<file path="config.mk">
export PLATFORM = sky130hd
export DESIGN_NAME = uart_rx_fifo
export DESIGN_NICKNAME = d
export VERILOG_FILES = /design/src/rtl/uart_rx_fifo.sv
export SDC_FILE = /design/constraint.sdc
export NUM_CORES = 1
export LEC_CHECK = 0
export ABC_CLOCK_PERIOD_IN_PS = 3400
export BUFFER_PORTS_ARGS = -buffer_cell sky130_fd_sc_hd__buf_2
export CAP_MARGIN = 30
export CORE_MARGIN = 2
export CORE_UTILIZATION = 30
export CTS_CLUSTER_DIAMETER = 80
export DETAILED_ROUTE_END_ITERATION = 10
export PLACE_DENSITY = 0.48
export SYNTH_ARGS = -nofsm -noshare
export SYNTH_HDL_FRONTEND = slang
export SYNTH_SLANG_ARGS = --single-unit
</file>
<file path="constraint.sdc">
create_clock -name rx_clk -period 3.4 [get_ports rx_clk]
set_input_delay 0.17 -clock rx_clk [delete_from_list [all_inputs] [get_ports rx_clk]]
set_output_delay 0.17 -clock rx_clk [all_outputs]
set_load 0.02 [all_outputs]
</file>
<file path="src/rtl/uart_rx_fifo.sv">
// UART receiver with oversampled majority-vote bit decoding and a first-word-fall-through
// receive FIFO carrying parity/framing error tags per entry.
//
// Ports:
//   rx_clk       oversampling clock (OVS ticks per bit)
//   rst          synchronous active-high reset
//   rx_en        enables detection of new start bits
//   rx           asynchronous serial input, idles high
//   length       data bits per frame (5..8, others treated as 8)
//   parity_en    parity bit present
//   parity_type  1 = even, 0 = odd
//   stop2        two stop bits
//   rd_data      FIFO head data, right-justified
//   rd_perr      parity error tag of head entry
//   rd_ferr      framing error tag of head entry
//   rd_valid     FIFO not empty
//   rd_ready     pops the head when rd_valid is set
//   fifo_count   occupied entries
//   overrun      sticky, set when a frame is dropped on a full FIFO
//   ovr_clr      clears overrun (a simultaneous new overrun wins)
//   break_det    one-cycle pulse on a break frame
//   busy         receiver not idle
module uart_rx_fifo #(
  parameter int unsigned OVS        = 16,
  parameter int unsigned FIFO_DEPTH = 8
) (
  input  logic                        rx_clk,
  input  logic                        rst,
  input  logic                        rx_en,
  input  logic                        rx,
  input  logic [3:0]                  length,
  input  logic                        parity_en,
  input  logic                        parity_type,
  input  logic                        stop2,
  output logic [7:0]                  rd_data,
  output logic                        rd_perr,
  output logic                        rd_ferr,
  output logic                        rd_valid,
  input  logic                        rd_ready,
  output logic [$clog2(FIFO_DEPTH):0] fifo_count,
  output logic                        overrun,
  input  logic                        ovr_clr,
  output logic                        break_det,
  output logic                        busy
);

  localparam int unsigned TW = $clog2(OVS);
  localparam int unsigned PW = $clog2(FIFO_DEPTH);

  localparam logic [TW-1:0] TickLast = TW'(OVS - 1);
  localparam logic [TW-1:0] TickDec  = TW'(OVS / 2);
  localparam logic [TW-1:0] TickS0   = TW'(OVS / 2 - 2);
  localparam logic [TW-1:0] TickS1   = TW'(OVS / 2 - 1);

  typedef enum logic [2:0] {
    StIdle, StStart, StData, StParity, StStop1, StStop2, StHold
  } state_e;

  // Synchronizer
  logic rx_meta, rxs;

  always_ff @(posedge rx_clk) begin
    if (rst) begin
      rx_meta <= 1'b1;
      rxs     <= 1'b1;
    end else begin
      rx_meta <= rx;
      rxs     <= rx_meta;
    end
  end

  // Receiver FSM state
  state_e        state_q, state_d;
  logic [TW-1:0] tick_q, tick_d;
  logic [2:0]    bit_cnt_q, bit_cnt_d;
  logic [7:0]    shift_q, shift_d;
  logic [1:0]    samp_q, samp_d;
  logic [3:0]    len_q, len_d;
  logic          pen_q, pen_d;
  logic          ptype_q, ptype_d;
  logic          two_q, two_d;
  logic          perr_q, perr_d;
  logic          ferr_q, ferr_d;
  logic          s1z_q, s1z_d;   // first stop bit sampled as 0
  logic          pz_q, pz_d;     // parity bit sampled as 0 (or absent)
  logic          brk_q;

  logic       bit_val;
  logic [7:0] data_rj;
  logic       exp_par;
  logic       frame_done;
  logic       done_ferr;
  logic       brk_now;

  assign bit_val = (samp_q[0] & samp_q[1]) | (samp_q[0] & rxs) | (samp_q[1] & rxs);
  // Bits enter at the MSB, so a short frame sits left-aligned until shifted down.
  assign data_rj = shift_q >> (4'd8 - len_q);
  assign exp_par = ptype_q ? ^data_rj : ~^data_rj;

  always_comb begin
    state_d    = state_q;
    tick_d     = tick_q;
    bit_cnt_d  = bit_cnt_q;
    shift_d    = shift_q;
    samp_d     = samp_q;
    len_d      = len_q;
    pen_d      = pen_q;
    ptype_d    = ptype_q;
    two_d      = two_q;
    perr_d     = perr_q;
    ferr_d     = ferr_q;
    s1z_d      = s1z_q;
    pz_d       = pz_q;
    frame_done = 1'b0;
    done_ferr  = ferr_q;
    brk_now    = 1'b0;

    if (state_q != StIdle && state_q != StHold) begin
      tick_d = (tick_q == TickLast) ? '0 : tick_q + 1'b1;
      if (tick_q == TickS0) samp_d[0] = rxs;
      if (tick_q == TickS1) samp_d[1] = rxs;
    end

    unique case (state_q)
      StIdle: begin
        if (rx_en && !rxs) begin
          state_d   = StStart;
          tick_d    = '0;
          len_d     = (length >= 4'd5 && length <= 4'd8) ? length : 4'd8;
          pen_d     = parity_en;
          ptype_d   = parity_type;
          two_d     = stop2;
          bit_cnt_d = '0;
          shift_d   = '0;
          perr_d    = 1'b0;
          ferr_d    = 1'b0;
          s1z_d     = 1'b0;
          pz_d      = 1'b1;
        end
      end
      StStart: begin
        if (tick_q == TickDec && bit_val) begin
          state_d = StIdle;
          tick_d  = '0;
        end else if (tick_q == TickLast) begin
          state_d = StData;
        end
      end
      StData: begin
        if (tick_q == TickDec) shift_d = {bit_val, shift_q[7:1]};
        if (tick_q == TickLast) begin
          if ({1'b0, bit_cnt_q} == len_q - 4'd1) begin
            bit_cnt_d = '0;
            state_d   = pen_q ? StParity : StStop1;
          end else begin
            bit_cnt_d = bit_cnt_q + 1'b1;
          end
        end
      end
      StParity: begin
        if (tick_q == TickDec) begin
          perr_d = (bit_val != exp_par);
          pz_d   = ~bit_val;
        end
        if (tick_q == TickLast) state_d = StStop1;
      end
      StStop1: begin
        if (tick_q == TickDec) begin
          if (two_q) begin
            ferr_d = ferr_q | ~bit_val;
            s1z_d  = ~bit_val;
          end else begin
            frame_done = 1'b1;
            done_ferr  = ferr_q | ~bit_val;
            brk_now    = (data_rj == 8'd0) & pz_q & ~bit_val;
            state_d    = done_ferr ? StHold : StIdle;
            tick_d     = '0;
          end
        end else if (tick_q == TickLast) begin
          state_d = StStop2;
        end
      end
      StStop2: begin
        if (tick_q == TickDec) begin
          frame_done = 1'b1;
          done_ferr  = ferr_q | ~bit_val;
          brk_now    = (data_rj == 8'd0) & pz_q & s1z_q;
          state_d    = done_ferr ? StHold : StIdle;
          tick_d     = '0;
        end
      end
      StHold: begin
        // Keep a stuck-low line from being re-detected as a stream of start bits.
        if (rxs) state_d = StIdle;
      end
      default: state_d = StIdle;
    endcase
  end

  always_ff @(posedge rx_clk) begin
    if (rst) begin
      state_q   <= StIdle;
      tick_q    <= '0;
      bit_cnt_q <= '0;
      shift_q   <= '0;
      samp_q    <= '0;
      len_q     <= 4'd8;
      pen_q     <= 1'b0;
      ptype_q   <= 1'b0;
      two_q     <= 1'b0;
      perr_q    <= 1'b0;
      ferr_q    <= 1'b0;
      s1z_q     <= 1'b0;
      pz_q      <= 1'b1;
      brk_q     <= 1'b0;
    end else begin
      state_q   <= state_d;
      tick_q    <= tick_d;
      bit_cnt_q <= bit_cnt_d;
      shift_q   <= shift_d;
      samp_q    <= samp_d;
      len_q     <= len_d;
      pen_q     <= pen_d;
      ptype_q   <= ptype_d;
      two_q     <= two_d;
      perr_q    <= perr_d;
      ferr_q    <= ferr_d;
      s1z_q     <= s1z_d;
      pz_q      <= pz_d;
      brk_q     <= frame_done & brk_now;
    end
  end

  assign busy      = (state_q != StIdle);
  assign break_det = brk_q;

  // Receive FIFO
  logic [9:0]    mem [FIFO_DEPTH];
  logic [PW-1:0] wr_ptr_q, rd_ptr_q;
  logic [PW:0]   count_q;
  logic          ovr_q;
  logic          full, pop, push, ovr_set;

  assign full    = (count_q == (PW + 1)'(FIFO_DEPTH));
  assign rd_valid = (count_q != '0);
  assign pop     = rd_valid & rd_ready;
  assign push    = frame_done & (~full | pop);
  assign ovr_set = frame_done & full & ~pop;

  always_ff @(posedge rx_clk) begin
    if (push) mem[wr_ptr_q] <= {perr_q, done_ferr, data_rj};
  end

  always_ff @(posedge rx_clk) begin
    if (rst) begin
      wr_ptr_q <= '0;
      rd_ptr_q <= '0;
      count_q  <= '0;
      ovr_q    <= 1'b0;
    end else begin
      if (push) wr_ptr_q <= wr_ptr_q + 1'b1;
      if (pop)  rd_ptr_q <= rd_ptr_q + 1'b1;
      if (push && !pop)      count_q <= count_q + 1'b1;
      else if (pop && !push) count_q <= count_q - 1'b1;
      if (ovr_set)      ovr_q <= 1'b1;
      else if (ovr_clr) ovr_q <= 1'b0;
    end
  end

  logic [9:0] head;
  assign head       = mem[rd_ptr_q];
  assign rd_data    = rd_valid ? head[7:0] : 8'd0;
  assign rd_ferr    = rd_valid ? head[8] : 1'b0;
  assign rd_perr    = rd_valid ? head[9] : 1'b0;
  assign fifo_count = count_q;
  assign overrun    = ovr_q;

endmodule

</file>
==> flow_metrics.env, run 1 <==
export IMPL_rsz0062_at_grt="no"
export IMPL_placed_cell_area_um2=6340
export IMPL_fin_worst_skew_ns=0.00914
export IMPL_holdCritStartpoint="length[1]"
export IMPL_p_clk_frac=0.395
export IMPL_wl_met2_mm=5.92
export IMPL_vias=3664
export IMPL_cts_sinks=128
export IMPL_synth_distinct_cells=60
export IMPL_end_kind="flip-flop"
export IMPL_first_iter_violations=185
export IMPL_power_density_nw_per_um2=651
export IMPL_synthCells=465
export IMPL_slew_headroom=0.451
export IMPL_drc=0
export IMPL_internal_power_mw=3.16
export IMPL_firstDrtPassIters=4
export IMPL_layout_common_cells="edfxtp_1 (80), dfxtp_1 (48), nor2_1 (47)"
export IMPL_synth_nets=493
export IMPL_route_met3_wl_um=486
export IMPL_period_needed_ns=2.93
export IMPL_ant_nets=0
export IMPL_yosysSeqAreaShare=0.572
export IMPL_hpwl_mm=7.78
export IMPL_crit_arrival_ns=3.26
export IMPL_synth_edff_count=80
export IMPL_dp_cells=751
export IMPL_cp_required_ns=3.73
export IMPL_cp_buffers_inverters=1
export IMPL_overflow=0
export IMPL_ys_warn_count=0
export IMPL_pin_count=31
export IMPL_p_switching_mw=1.38
export IMPL_slowest_delay_ns=0.54
export IMPL_fin_nets=537
export IMPL_wl_mm=11.8
export IMPL_max_cap_viol_count=0
export IMPL_ir_drop_mv=0.348
export IMPL_fillers=1907
export IMPL_holdBufCountCts=4
export IMPL_post_cts_setup_buffers=0
export IMPL_io_buffers=30
export IMPL_gr_usage_all_layers=0.121
export IMPL_r2r_start="state_q[2]$_SDFFE_PP0P_"
export IMPL_synthArstFlopShare=0
export IMPL_hold_path_class="primary input to flip-flop"
export IMPL_grt_max_degree=47
export IMPL_fin_area_um2=6970
export IMPL_ys_ff_latch=128
export IMPL_setup_worst_path_start_class="flip-flop"
export IMPL_mostFrequentLayoutCell="edfxtp_1"
export IMPL_synth_largest_area_cell="edfxtp_1"
export IMPL_layout_drive_gt1_share=0.224
export IMPL_p_comb_frac=0.220
export IMPL_critPathMaxFanout=12
export IMPL_cts_buffers_inserted=17
export IMPL_setup_viol=0
export IMPL_grt_pass1_vias=3603
export IMPL_synthTopCellsByArea="edfxtp_1 (41%), dfxtp_1 (16%), mux4_2 (8.4%)"
export IMPL_highest_layer="met4"
export IMPL_clk_latency_ns=0.42
export IMPL_outcome="completed"
export IMPL_fmax_ghz=0.341
export IMPL_seq_area_um2=3360
export IMPL_synth_top_cell_area_share=0.408
export IMPL_avgViaCountPerCell=4.66
export IMPL_fp_row_count=51
export IMPL_cts_htree_levels=4
export IMPL_clk_pin_slew_ns=0.06
export IMPL_cp_top_family="simple AND/OR/NAND/NOR gates"
export IMPL_wl_met1_mm=5.25
export IMPL_worstMarginPinSlew_ns=0.824
export IMPL_cpMaxStageDelayCell="dfxtp_1"
export IMPL_antennaDiodeCount=0
export IMPL_fp_dieW_um=144
export IMPL_synth_flop_cell="edfxtp_1"
export IMPL_tritoncts="yes"
export IMPL_fin_crit_sh=0.861
export IMPL_hold_viol_final=0
export IMPL_grt_pass1_wl_mm=19.0
export IMPL_dieArea_um2=20700
export IMPL_startpoint="state_q[2]$_SDFFE_PP0P_"
export IMPL_fp_dieH_um=144
export IMPL_multiInputGateArea_um2=2340
export IMPL_seqPwrFrac=0.384
export IMPL_syn_to_final_growth_pct=18.5
export IMPL_cts_resized=0
export IMPL_maxSlewViolCount=0
export IMPL_place_congestion=0.778
export IMPL_switching_share=0.305
export IMPL_synth_area_um2=5880
export IMPL_ctsLongestPathBuffers=2
export IMPL_critical_path_class="flip-flop to flip-flop"
export IMPL_crit_chain="nor2b_1, nand3_1, nor2_1, ha_1, inv_1, ha_1, a21o_1, a21oi_1, xnor2_1, or3_1, a21oi_1"
export IMPL_tns_ns=0
export IMPL_routedWlPerCell_um=15.0
export IMPL_synth_avg_cell_area_um2=12.6
export IMPL_start_util=0.304
export IMPL_clock_root_buffer="clkbuf_16"
export IMPL_final_cells=787
export IMPL_p_leak_nw=2.47
export IMPL_antenna_found_initial=0
export IMPL_power_mw=4.54
export IMPL_core_um2=19300
[synthesized netlist by cell type (4+ instances only)]
cell type,instances
edfxtp_1,80
dfxtp_1,48
nor2_1,47
nand2_1,31
a21oi_1,28
mux4_2,22
mux2i_1,21
inv_1,16
nand3_1,15
clkbuf_1,14
ha_1,14
o21ai_0,11
nor3_1,9
xnor2_1,9
a22oi_1,8
nor2b_1,7
xor2_1,7
nand2b_1,6
or3_1,6
a31oi_1,4
nand3b_1,4
[power groups by stage]
stage	logic, mW	registers, mW	clock network, mW
after floorplan	0.749	1.76	0
final	1.00	1.74	1.79
after global placement	1.02	1.77	0
after global routing	1.10	1.75	1.90
after detailed placement	1.02	1.78	0
after CTS	1.02	1.74	1.84
[metal layers]
metal | global-route usage | up-vias
met3 | 0.0361 | 8
met4 | 0.0387 | 0
met1 | 0.152 | 1783
li1 | - | 1812
met2 | 0.203 | 61
met5 | 0 | -
[worst min-delay path, cell delays in order]
cell and delay (ns):
buf_2 0.11, nand3_1 0.06, a21oi_1 0.06
[kinds of logic after synthesis]
| family | count (synthesis) | share of synthesized area |
|---|---|---|
| compound gates | 65 | 0.0662 |
| xor+xnor | 19 | 0.0353 |
| fa+ha+maj | 16 | 0.0349 |
| buf+inv | 38 | 0.0317 |
| flops | 128 | 0.572 |
| mux | 47 | 0.130 |
| simple gates | 152 | 0.131 |
[worst paths after layout]
kind | end | slack [ns] | depth (start not counted)
min reg2reg | rxs$_SDFF_PP1_ | 0.41 | 1
min | len_q[1]$_SDFFE_PP0P_ | 0.03 | 3
max | fifo_count[3]$_SDFFE_PP0P_ | 0.47 | 11
max reg2reg | fifo_count[3]$_SDFFE_PP0P_ | 0.47 | 11
[sequential cells by signal, summed over array words and instances, names as in the netlist, 4 cells and up, named ones only]
signal and cells:
fifo_count 4, shift_q 8, len_q 4, mem 80
tick_q 4
[metrics by stage]
step	hold slack [ns]	worst slack [ns]	utilization
finish	0.0330	0.471	0.361
global route	0.0403	0.178	0.361
CTS	0.00865	0.481	0.361
detailed placement	0.366	0.504	0.328
global placement	0.358	0.598	0.328
floorplan	0.277	0.479	-
[cell type report]
| class | count | share of cell area |
|---|---|---|
| inverters | 16 | 0.00862 |
| flip-flops and latches | 128 | 0.482 |
| multi-input cells | 299 | 0.335 |
| clock inverters | 15 | 0.0235 |
| well taps | 265 | 0.0476 |
| repair buffers | 47 | 0.0413 |
| clock buffers | 17 | 0.0610 |
Note: power is estimated with default switching activity, not from simulation.
==> run 2, diff against run 1 <==
CORE_ASPECT_RATIO = 0.7   (was default)
==> run 2 against run 1 <==
Compared with the run above: sequential power about the same; combinational power about the same; worst setup slack got worse by 0.049 ns; design area increased by 0.84%; via count increased by 0.82%; largest cell class unchanged; largest power group unchanged; highest routed layer unchanged.
==> flow_metrics.env, run 2 (same netlist as run 1, synthesis figures left out) <==
export IMPL_outcome="completed"
export IMPL_cts_htree_levels=4
export IMPL_p_leak_nw=2.51
export IMPL_fp_dieH_um=121
export IMPL_fillers=1805
export IMPL_place_congestion=0.800
export IMPL_cpMaxStageDelayCell="dfxtp_1"
export IMPL_cp_required_ns=3.73
export IMPL_slowest_delay_ns=0.53
export IMPL_r2r_start="state_q[2]$_SDFFE_PP0P_"
export IMPL_vias=3694
export IMPL_cts_sinks=128
export IMPL_start_util=0.308
export IMPL_rr_worst_depth=11
export IMPL_worstMarginPinSlew_ns=0.839
export IMPL_holdPathStages=3
export IMPL_drc=0
export IMPL_min_to="len_q[1]$_SDFFE_PP0P_"
export IMPL_ant_nets=0
export IMPL_critical_path_class="flip-flop to flip-flop"
export IMPL_clock_root_buffer="clkbuf_16"
export IMPL_cp_top_family="simple AND/OR/NAND/NOR gates"
export IMPL_maxSlewViolCount=0
export IMPL_max_cap_viol_count=0
export IMPL_setup_worst_path_start_class="flip-flop"
export IMPL_hold_viol_final=0
export IMPL_seq_area_um2=3360
export IMPL_crit_arrival_ns=3.31
export IMPL_hold_path_class="primary input to flip-flop"
export IMPL_fmax_ghz=0.336
export IMPL_power_density_nw_per_um2=673
export IMPL_wl_mm=12.8
export IMPL_tritoncts="yes"
export IMPL_avgViaCountPerCell=4.69
export IMPL_first_iter_violations=281
export IMPL_layout_drive_gt1_share=0.228
export IMPL_tns_ns=0
export IMPL_gr_usage_all_layers=0.133
export IMPL_fin_worst_skew_ns=0.0147
export IMPL_rsz0062_at_grt="no"
export IMPL_clk_pin_slew_ns=0.06
export IMPL_antennaDiodeCount=0
export IMPL_clk_latency_ns=0.42
export IMPL_mostFrequentLayoutCell="edfxtp_1"
export IMPL_period_needed_ns=2.98
export IMPL_slew_headroom=0.440
export IMPL_fin_nets=538
export IMPL_holdCritStartpoint="length[1]"
export IMPL_multiInputGateArea_um2=2340
export IMPL_overflow=0
export IMPL_fp_row_count=42
export IMPL_grt_pass1_wl_mm=20.5
export IMPL_layout_common_cells="edfxtp_1 (80), dfxtp_1 (48), nor2_1 (47)"
export IMPL_pin_count=31
export IMPL_routedWlPerCell_um=16.2
export IMPL_largest_register_ffs=80
export IMPL_top_register="mem"
export IMPL_hpwl_mm=8.58
export IMPL_cts_buffers_inserted=17
export IMPL_ir_drop_mv=0.331
export IMPL_io_buffers=30
export IMPL_antenna_found_initial=0
export IMPL_cp_buffers_inverters=1
export IMPL_core_um2=19100
export IMPL_cts_resized=0
export IMPL_setup_viol=0
export IMPL_ctsLongestPathBuffers=2
export IMPL_critPathMaxFanout=12
export IMPL_reg2reg_to="fifo_count[3]$_SDFFE_PP0P_"
export IMPL_r2r_slack_ns=0.42
export IMPL_reg_top3="mem x80, shift_q x8"
export IMPL_syn_to_final_growth_pct=19.5
export IMPL_firstDrtPassIters=4
export IMPL_whs_ns=0.0419
export IMPL_fin_crit_sh=0.876
export IMPL_dieArea_um2=20800
export IMPL_grt_pass1_vias=3782
export IMPL_fp_dieW_um=171
export IMPL_end_kind="flip-flop"
export IMPL_crit_chain="nor2b_1, nand3_1, nor2_1, ha_1, inv_1, ha_1, a21o_1, a21oi_1, xnor2_1, or3_1, a21oi_1"
export IMPL_grt_max_degree=47
## run 2: where the power goes
group / switching (mW) / internal (mW)
clock network: 0.726 / 1.25
logic: 0.565 / 0.440
registers: 0.0702 / 1.67
## run 2: through the flow
stage           util  total power [mW]  cell area, µm²  setup slack, ns  std cells
2_1_floorplan      -              2.51            5880            0.479        465
3_3_place_gp   0.333              2.78            6350            0.584        752
3_5_place_dp   0.333              2.80            6350            0.451        752
4_1_cts        0.368              4.80            7030            0.421        787
5_1_grt        0.368              4.96            7030           0.0614        787
6_report       0.368              4.73            7030            0.422        787
## run 2: worst register-to-register path, cell delays in order (launching register included)
cell and delay (ns):
dfxtp_1 0.53, nor2b_1 0.38, nand3_1 0.24, nor2_1 0.28
ha_1 0.23, inv_1 0.09, ha_1 0.28, a21o_1 0.17
a21oi_1 0.16, xnor2_1 0.09, or3_1 0.30, a21oi_1 0.14
## run 2: final cells by class
class                      count  area share
clock inverter                15      0.0311
multi-input combinational    299       0.333
inverter                      16     0.00854
timing repair buffer          48      0.0417
sequential                   128       0.478
tap                          264      0.0470
clock buffer                  17      0.0605
## run 2: layer usage
metal  vias up  track usage  wire [µm]
li1       1803            -          -
met1      1806        0.180       6380
met2        78        0.203       5660
met3         7       0.0460        629
met4         0       0.0381         74
met5         -            0          0
## run 2: worst max-delay path by stage
stage | end | depth (start not counted) | from | slack (ns)
after global placement | fifo_count[3]$_SDFFE_PP0P_ | 13 | tick_q[0]$_SDFF_PP0_ | 0.58
after floorplan | perr_q$_SDFFE_PP0P_ | 14 | len_q[0]$_SDFFE_PP0P_ | 0.48
after detailed placement | fifo_count[3]$_SDFFE_PP0P_ | 13 | tick_q[0]$_SDFF_PP0_ | 0.45
after CTS | fifo_count[3]$_SDFFE_PP0P_ | 13 | tick_q[0]$_SDFF_PP0_ | 0.42
after global routing | fifo_count[3]$_SDFFE_PP0P_ | 11 | state_q[2]$_SDFFE_PP0P_ | 0.06
final | fifo_count[3]$_SDFFE_PP0P_ | 11 | state_q[2]$_SDFFE_PP0P_ | 0.42
## run 2: what timing repair did
action                                 CTS  global route
endpoints found under the hold margin    3             0
hold buffers                             3             0
setup buffers                            0             0
setup endpoints to repair                0             0
